**src/rtl/diff_unit_if.sv**
```systemverilog
// Operand/result bundle for diff_unit: the operands come in from the
// requester, and both the combinational and the registered results go back.
interface diff_unit_if #(
  parameter int N = 8
);

  logic [N-1:0] x;
  logic [N-1:0] y;
  logic         b_in;
  logic [N-1:0] d;
  logic         b_out;
  logic [N-1:0] d_q;
  logic         b_out_q;

  // Requester side: drives the operands and observes the results.
  modport master (
    output x, y, b_in,
    input  d, b_out, d_q, b_out_q
  );

  // Subtractor side: consumes the operands and produces the results.
  modport slave (
    input  x, y, b_in,
    output d, b_out, d_q, b_out_q
  );

endinterface

```
**src/rtl/diff_unit.sv**
```systemverilog
// diff_unit: N-bit unsigned ripple-borrow subtractor, d = x - y - b_in.
// A borrow-out of 1 means x < y + b_in, which is what the min-selection
// datapath muxes on. The result is also registered for pipelined consumers.
module diff_unit #(
  parameter int N = 8
) (
  input  logic        clock,
  input  logic        reset_,
  diff_unit_if.slave  bus
);

  logic [N-1:0] diff;
  logic         borrow;
  logic [N-1:0] dReg_d;
  logic [N-1:0] dReg_q;
  logic         bOutReg_d;
  logic         bOutReg_q;

  // Chain of full-subtractor cells, LSB first. 'borrow' carries the stage
  // borrow up the chain and holds the MSB borrow-out when the loop ends.
  always_comb begin
    diff   = '0;
    borrow = bus.b_in;
    for (int i = 0; i < N; i++) begin
      diff[i] = bus.x[i] ^ bus.y[i] ^ borrow;
      borrow  = (~bus.x[i] & bus.y[i]) | (~(bus.x[i] ^ bus.y[i]) & borrow);
    end
  end

  assign bus.d     = diff;
  assign bus.b_out = borrow;

  assign dReg_d    = diff;
  assign bOutReg_d = borrow;

  // Output register: captures the result every cycle, cleared asynchronously.
  always_ff @(posedge clock or negedge reset_) begin
    if (!reset_) begin
      dReg_q    <= '0;
      bOutReg_q <= 1'b0;
    end else begin
      dReg_q    <= dReg_d;
      bOutReg_q <= bOutReg_d;
    end
  end

  assign bus.d_q     = dReg_q;
  assign bus.b_out_q = bOutReg_q;

endmodule

```
**src/flat_wrapper.sv**
```systemverilog
// flat-port wrapper written by rule: the top's interface ports become plain ports
module diff_unit_flat 
#(
  parameter int N = 8
)
  (clock, reset_, bus_x, bus_y, bus_b_in, bus_d, bus_b_out, bus_d_q, bus_b_out_q);
  diff_unit_if #(.N(N)) bus_i ();
  input  logic clock;
  input  logic reset_;
  input wire logic [$bits(bus_i.x)-1:0] bus_x;
  input wire logic [$bits(bus_i.y)-1:0] bus_y;
  input wire logic [$bits(bus_i.b_in)-1:0] bus_b_in;
  output wire logic [$bits(bus_i.d)-1:0] bus_d;
  output wire logic [$bits(bus_i.b_out)-1:0] bus_b_out;
  output wire logic [$bits(bus_i.d_q)-1:0] bus_d_q;
  output wire logic [$bits(bus_i.b_out_q)-1:0] bus_b_out_q;
  assign bus_i.x = bus_x;
  assign bus_i.y = bus_y;
  assign bus_i.b_in = bus_b_in;
  assign bus_d = bus_i.d;
  assign bus_b_out = bus_i.b_out;
  assign bus_d_q = bus_i.d_q;
  assign bus_b_out_q = bus_i.b_out_q;
  diff_unit #(.N(N)) u_core (.clock(clock), .reset_(reset_), .bus(bus_i));
endmodule
```
**config.mk**
```make
export PLATFORM = sky130hd
export DESIGN_NAME = diff_unit_flat
export DESIGN_NICKNAME = d
export VERILOG_FILES = /design/src/rtl/diff_unit_if.sv /design/src/rtl/diff_unit.sv /design/src/flat_wrapper.sv
export SDC_FILE = /design/constraint.sdc
export NUM_CORES = 1
export LEC_CHECK = 0
export ABC_AREA = 1
export CORE_MARGIN = 1
export CORE_UTILIZATION = 29
export CTS_BUF_LIST = sky130_fd_sc_hd__clkbuf_8
export CTS_CLUSTER_SIZE = 24
export DETAILED_ROUTE_END_ITERATION = 7
export PLACE_DENSITY = 0.86
export SYNTH_ARGS = -nofsm -noshare
export SYNTH_HDL_FRONTEND = slang
export SYNTH_SLANG_ARGS = --single-unit
```
**constraint.sdc**
```tcl
create_clock -name clock -period 7.9 [get_ports clock]
set_clock_uncertainty 0.15 [all_clocks]
set_input_delay 2.37 -clock clock [delete_from_list [all_inputs] [get_ports clock]]
set_output_delay 2.37 -clock clock [all_outputs]
set_load 0.01 [all_outputs]
```
==> results of run 1 <==
-- area by class of cell --
class	instances	area share, %
clock buffers	3	4.55
clock inverters	1	0.414
inverters	18	7.72
multi-input cells	8	19.6
flip-flops and latches	9	24.8
well taps	15	2.07
repair buffers	40	40.8
-- worst paths after layout --
check / from / to / slack [ps] / cells after the start
min in group clock: bus_x[0] / u_core.bus.d_q[0] / 2330 / 2
worst min-delay path: reset_ / u_core.bus.d_q[1] / 2270 / 1
worst max-delay path: bus_y[0] / bus_d[7] / -30 / 13
max in group asynchronous: reset_ / u_core.bus.d_q[6] / 5060 / 1
-- registers in the layout, indices dropped and copies added, names as in the netlist --
signal              flops
u_core.bus.d_q          8
u_core.bus.b_out_q      1
-- power groups by stage --
stage / Combinational (mW) / Sequential (mW) / Clock, mW
floorplan: 0.0174 / 0.0620 / 0
detailed placement: 0.0716 / 0.0573 / 0
global placement: 0.0701 / 0.0569 / 0
CTS: 0.0722 / 0.0567 / 0.0524
finish: 0.0712 / 0.0565 / 0.0504
global route: 0.0768 / 0.0575 / 0.0557
-- what timing repair did --
item / CTS / global route
gates resized for setup: 37 / 0
buffers inserted: 1 / 0
endpoints found under the setup margin: 4 / 3
pin swaps: 8 / 8
gates cloned: 0 / 0
hold buffers: 0 / 0
-- cells in the mapped netlist (all sizes together) --
cell	number
dfrtp	9
fa	8
inv	18
-- per-stage QoR --
| stage | power, mW | cell area [sq um] |
|---|---|---|
| final | 0.178 | 907 |
| after global routing | 0.190 | 907 |
| after CTS | 0.181 | 907 |
| after detailed placement | 0.129 | 857 |
| after global placement | 0.127 | 857 |
| after floorplan | 0.0794 | 455 |
-- cells by family after synthesis --
group | after synthesis | synth area share [%]
flip-flops | 9 | 49.7
adder cells (fa/ha/maj) | 8 | 35.4
buffers and inverters | 18 | 14.9
-- per-layer routing --
layer	up-vias	GRT usage, %	part of all wire (%)
li1	175	-	-
met1	170	14.0	34
met2	21	22.5	57
met3	4	3.91	5.6
met4	0	11.6	2.8
met5	-	0	0
==> impl_metrics.json, run 1 <==
{
  "root_buffer": "clkbuf_8",
  "wirelength_um": 949,
  "io_buffers": 36,
  "path_common_cell": "fa_2",
  "die_w_um": 41.5,
  "placedCellCount": 89,
  "rows": 13,
  "critical_path_class": "in -> out",
  "avgViaCountPerCell": 3.94,
  "final_common_cell": "clkdlybuf4s50_1",
  "worst_slack_ps": -33.3,
  "p_clk_share_pct": 28.3,
  "clock_path_buffers": 2,
  "crit_chain": "buf_6 -> inv_4 -> fa_2 -> inv_2 -> fa_2 -> fa_2 -> fa_2 -> fa_2 -> fa_2 -> fa_2 -> inv_2 -> fa_1 -> buf_2",
  "period_needed_ps": 7930,
  "post-route-period-util_pct": 100,
  "yosysWarnings": 0,
  "pre_cts_ws_ps": -966,
  "drv_cap": 0,
  "synth_nets": 62,
  "violations": "setup timing",
  "drive_gt1_share_pct": 30.4,
  "core_sq_mm": 0.00138,
  "seq_area_frac_synth_pct": 49.7,
  "hold_slack_ps": 2270,
  "drt_iter0_drc": 1,
  "syn-cell-area_sq_um": 453,
  "netSwitchingFraction_pct": 26.2,
  "crit_path_end_kind": "output port",
  "final-hold-violation-count": 0,
  "cts_tree": "done",
  "arrival_ps": 5410,
  "critPathTopFamily": "adder cells",
  "die_y_um": 41.5,
  "die_area_sq_mm": 0.00172,
  "nets": 107,
  "clk_pin_slew_ps": 40,
  "multi_input_area_sq_um": 178,
  "start_kind": "primary input",
  "p_seq_share_pct": 31.7,
  "yosys.area.top_type": "dfrtp_1",
  "finalSetupTns_ps": -33.3,
  "vias": 370,
  "intPower_uw": 131,
  "max_slew_margin_pct": 75.1,
  "ys_types": 3,
  "vdd_drop_max_v": 0.0000779,
  "synth_area_leaders": "dfrtp_1 50%, fa_1 35%, inv_1 15%",
  "regArea_sq_um": 225,
  "postLayoutCoreUtil_pct": 65.6,
  "rsz0062_at_grt": "yes",
  "synth_top_area_share_pct": 49.7,
  "grt_pass1_vias": 389,
  "drt_pre_antenna_iters": 3,
  "power.switching_uw": 46.7,
  "dp_hpwl_um": 809,
  "fmax_ghz": 0.126,
  "mostFrequentLayoutCells": "28 x clkdlybuf4s50_1, 15 x inv_1, 9 x dfrtp_1, 7 x fa_2",
  "antenna_found_initial": 0,
  "synth_cells": 35,
  "drcViolationCount": 0,
  "numCtsBuffers": 3,
  "fillers": 108,
  "syn_area_per_cell_sq_um": 12.9,
  "ant_nets": 0,
  "cts.sinks": 9,
  "power_leakage_nw": 0.443,
  "grt_start_max_net_pins": 10,
  "fin_cells": 94,
  "ys_seq_elements": 9,
  "grt_first_pass_wirelength_mm": 1.64,
  "initial_core_util_pct": 32.8,
  "pin_count": 37,
  "p_comb_share_pct": 40.0,
  "holdCritPathClass": "in -> async",
  "diodes": 0,
  "routedWlPerCell_um": 10.1,
  "area_growth_pct": 100,
  "gr-total-overflow": 0,
  "slew_viol_final": 0,
  "gp_congestion": 0.600,
  "grt_use_total_pct": 13.6,
  "critPathSlowestCell": "fa_1",
  "cp.required_ps": 5380,
  "status": "complete, but fails checks",
  "h-tree-depth": 1,
  "path_buf_inv": 5,
  "max_stage_delay_ps": 400,
  "power_density_mw_per_mm2": 196,
  "worst_pin_slew_ps": 372,
  "setup_viol": 1,
  "cp_max_fo": 2
}
Power figures use the tool's default switching activity.
==> run 2, diff against run 1 <==
CORE_UTILIZATION = 28   (was 29)
CTS_BUF_LIST = default   (was sky130_fd_sc_hd__clkbuf_8)
PLACE_DENSITY = 0.84   (was 0.86)
==> run 2 against run 1 <==
  * The run still ends with setup timing left
  * Sequential power hardly changed
  * Wire length is 4.8% lower
  * Hold slack worse by 17 ps
  * Combinational power is 2% higher
  * Sequential share of layout area is 0.28 points higher
  * Critical path depth stayed put
  * Setup slack worse by 22 ps
  * Global-route usage is 0.78 points lower
  * Clock-buffer cell count is 1 higher
  * Largest cell class unchanged
  * Highest routed layer unchanged
==> impl_metrics.json, run 2 (synthesis gave the netlist of run 1 again) <==
{
  "status": "complete, but fails checks",
  "violations": "setup timing",
  "mostFrequentLayoutCells": "28 x clkdlybuf4s50_1, 14 x inv_1, 9 x dfrtp_1, 7 x fa_2, 5 x buf_4",
  "wirelength_um": 903,
  "power_leakage_nw": 0.436,
  "clk_pin_slew_ps": 50,
  "critPathSlowestCell": "fa_1",
  "max_stage_delay_ps": 420,
  "core_sq_mm": 0.00151,
  "die_area_sq_mm": 0.00178,
  "final-hold-violation-count": 0,
  "antenna_found_initial": 0,
  "largest_reg_flops": 8,
  "worst_pin_slew_ps": 374,
  "initial_core_util_pct": 30.1,
  "avgViaCountPerCell": 3.94,
  "grt.busiest_layer": "met2",
  "period_needed_ps": 7960,
  "diodes": 0,
  "io_buffers": 36,
  "cp.required_ps": 5380,
  "cp_max_fo": 2,
  "use_met2_pct": 24.0,
  "root_buffer": "clkbuf_4",
  "cp-startpoint": "bus_b_in",
  "routedWlPerCell_um": 9.41,
  "dp_hpwl_um": 812,
  "worst_slack_ps": -55.6,
  "post-route-period-util_pct": 101,
  "finalSetupTns_ps": -55.6,
  "gr-total-overflow": 0,
  "fin_cells": 96,
  "holdBufCountCts": 0,
  "path_common_cell": "fa_2",
  "grt_pass1_vias": 431,
  "slew_viol_final": 0,
  "grt_start_max_net_pins": 10,
  "start_kind": "primary input",
  "vias": 378,
  "cts_tree": "done",
  "final_common_cell": "clkdlybuf4s50_1",
  "grt_first_pass_wirelength_mm": 1.66,
  "arrival_ps": 5440,
  "nets": 108,
  "max_slew_margin_pct": 75.0,
  "drv_cap": 0,
  "drt_pre_antenna_iters": 2,
  "drcViolationCount": 0,
  "drive_gt1_share_pct": 31.3,
  "clock_path_buffers": 2,
  "numCtsBuffers": 3,
  "h-tree-depth": 1,
  "die_w_um": 42.2,
  "fillers": 128,
  "rows": 14,
  "pin_count": 37,
  "cts.sinks": 9,
  "critical_path_class": "in -> out",
  "crit_end": "bus_d[7]",
  "rsz0062_at_grt": "yes",
  "grt_use_total_pct": 12.9,
  "crit_path_end_kind": "output port",
  "power_density_mw_per_mm2": 179,
  "holdCritPathClass": "in -> async",
  "grt_use_met1_pct": 11.7,
  "drt_iter0_drc": 1,
  "area_growth_pct": 98.1,
  "fmax_ghz": 0.126,
  "grtUsageMet3_pct": 0.862,
  "gp_congestion": 0.582,
  "die_y_um": 42.2,
  "placedCellCount": 91,
  "setup_viol": 1,
  "pre_cts_ws_ps": -1000,
  "vdd_drop_max_v": 0.0000667,
  "crit_chain": "buf_6 -> inv_4 -> fa_2 -> inv_2 -> fa_2 -> fa_2 -> fa_2 -> fa_2 -> fa_2 -> fa_2 -> inv_2 -> fa_1 -> buf_2",
  "ant_nets": 0
}
run 2: cell count changes in the layout (fill, tap and decap cells not counted), sizes merged:
| cell | change |
|---|---|
| clkbuf | +1 |
| inv | -1 |
| buf | +1 |
run 2: per-stage QoR:
| stage | area [sq um] | power (mW) | hold WS (ps) | utilization, % |
|---|---|---|---|---|
| finish | 897 | 0.161 | 2260 | 59.6 |
| global route | 897 | 0.174 | 2270 | 59.6 |
| CTS | 897 | 0.164 | 2260 | 59.6 |
| detailed placement | 866 | 0.131 | 2530 | 57.5 |
| global placement | 866 | 0.129 | 2520 | 57.5 |
| floorplan | 455 | 0.0794 | 1920 | - |
run 2: how the worst min path moves through the flow:
stage / cells past startpoint / slack (ps) / end / from
2_1_floorplan: 0 / 1920 / u_core.bus.b_out_q / reset_
3_3_place_gp: 1 / 2520 / u_core.bus.d_q[6] / reset_
3_5_place_dp: 1 / 2530 / u_core.bus.b_out_q / reset_
4_1_cts: 1 / 2260 / u_core.bus.d_q[7] / reset_
5_1_grt: 1 / 2270 / u_core.bus.b_out_q / reset_
6_report: 1 / 2260 / u_core.bus.b_out_q / reset_
run 2: power breakdown:
part           switching, mW  total (mW)  internal (mW)  leakage [nW]
sequential           0.00189      0.0563         0.0544         0.105
combinational         0.0278      0.0723         0.0444         0.316
clock                 0.0128      0.0321         0.0193        0.0150
total                 0.0426       0.161          0.118         0.436
run 2: timing repair:
item | CTS | global route
setup endpoints to repair | 4 | 3
setup buffers | 1 | 0
resized for setup | 38 | 0
pin swaps | 8 | 7
run 2: worst max-delay path, delay by kind of cell:
| family | cells | cell delay [ps] |
|---|---|---|
| adder cells (fa/ha/maj) | 8 | 2660 |
| buffers and inverters | 5 | 400 |
run 2: area by class of cell:
class	instances	area, sq um	area share, %
clock buffer	4	26.3	2.93
multi-input combinational	8	178	19.8
inverter	18	70.1	7.81
timing repair buffer	41	378	42.1
tap	16	20.0	2.23
sequential	9	225	25.1
run 2: layer usage:
metal  part of all wire [%]  vias to the layer above
met5                      0                        -
met4                    3.8                        0
met3                    6.8                        4
met2                     61                       21
met1                     28                      176
li1                       -                      177
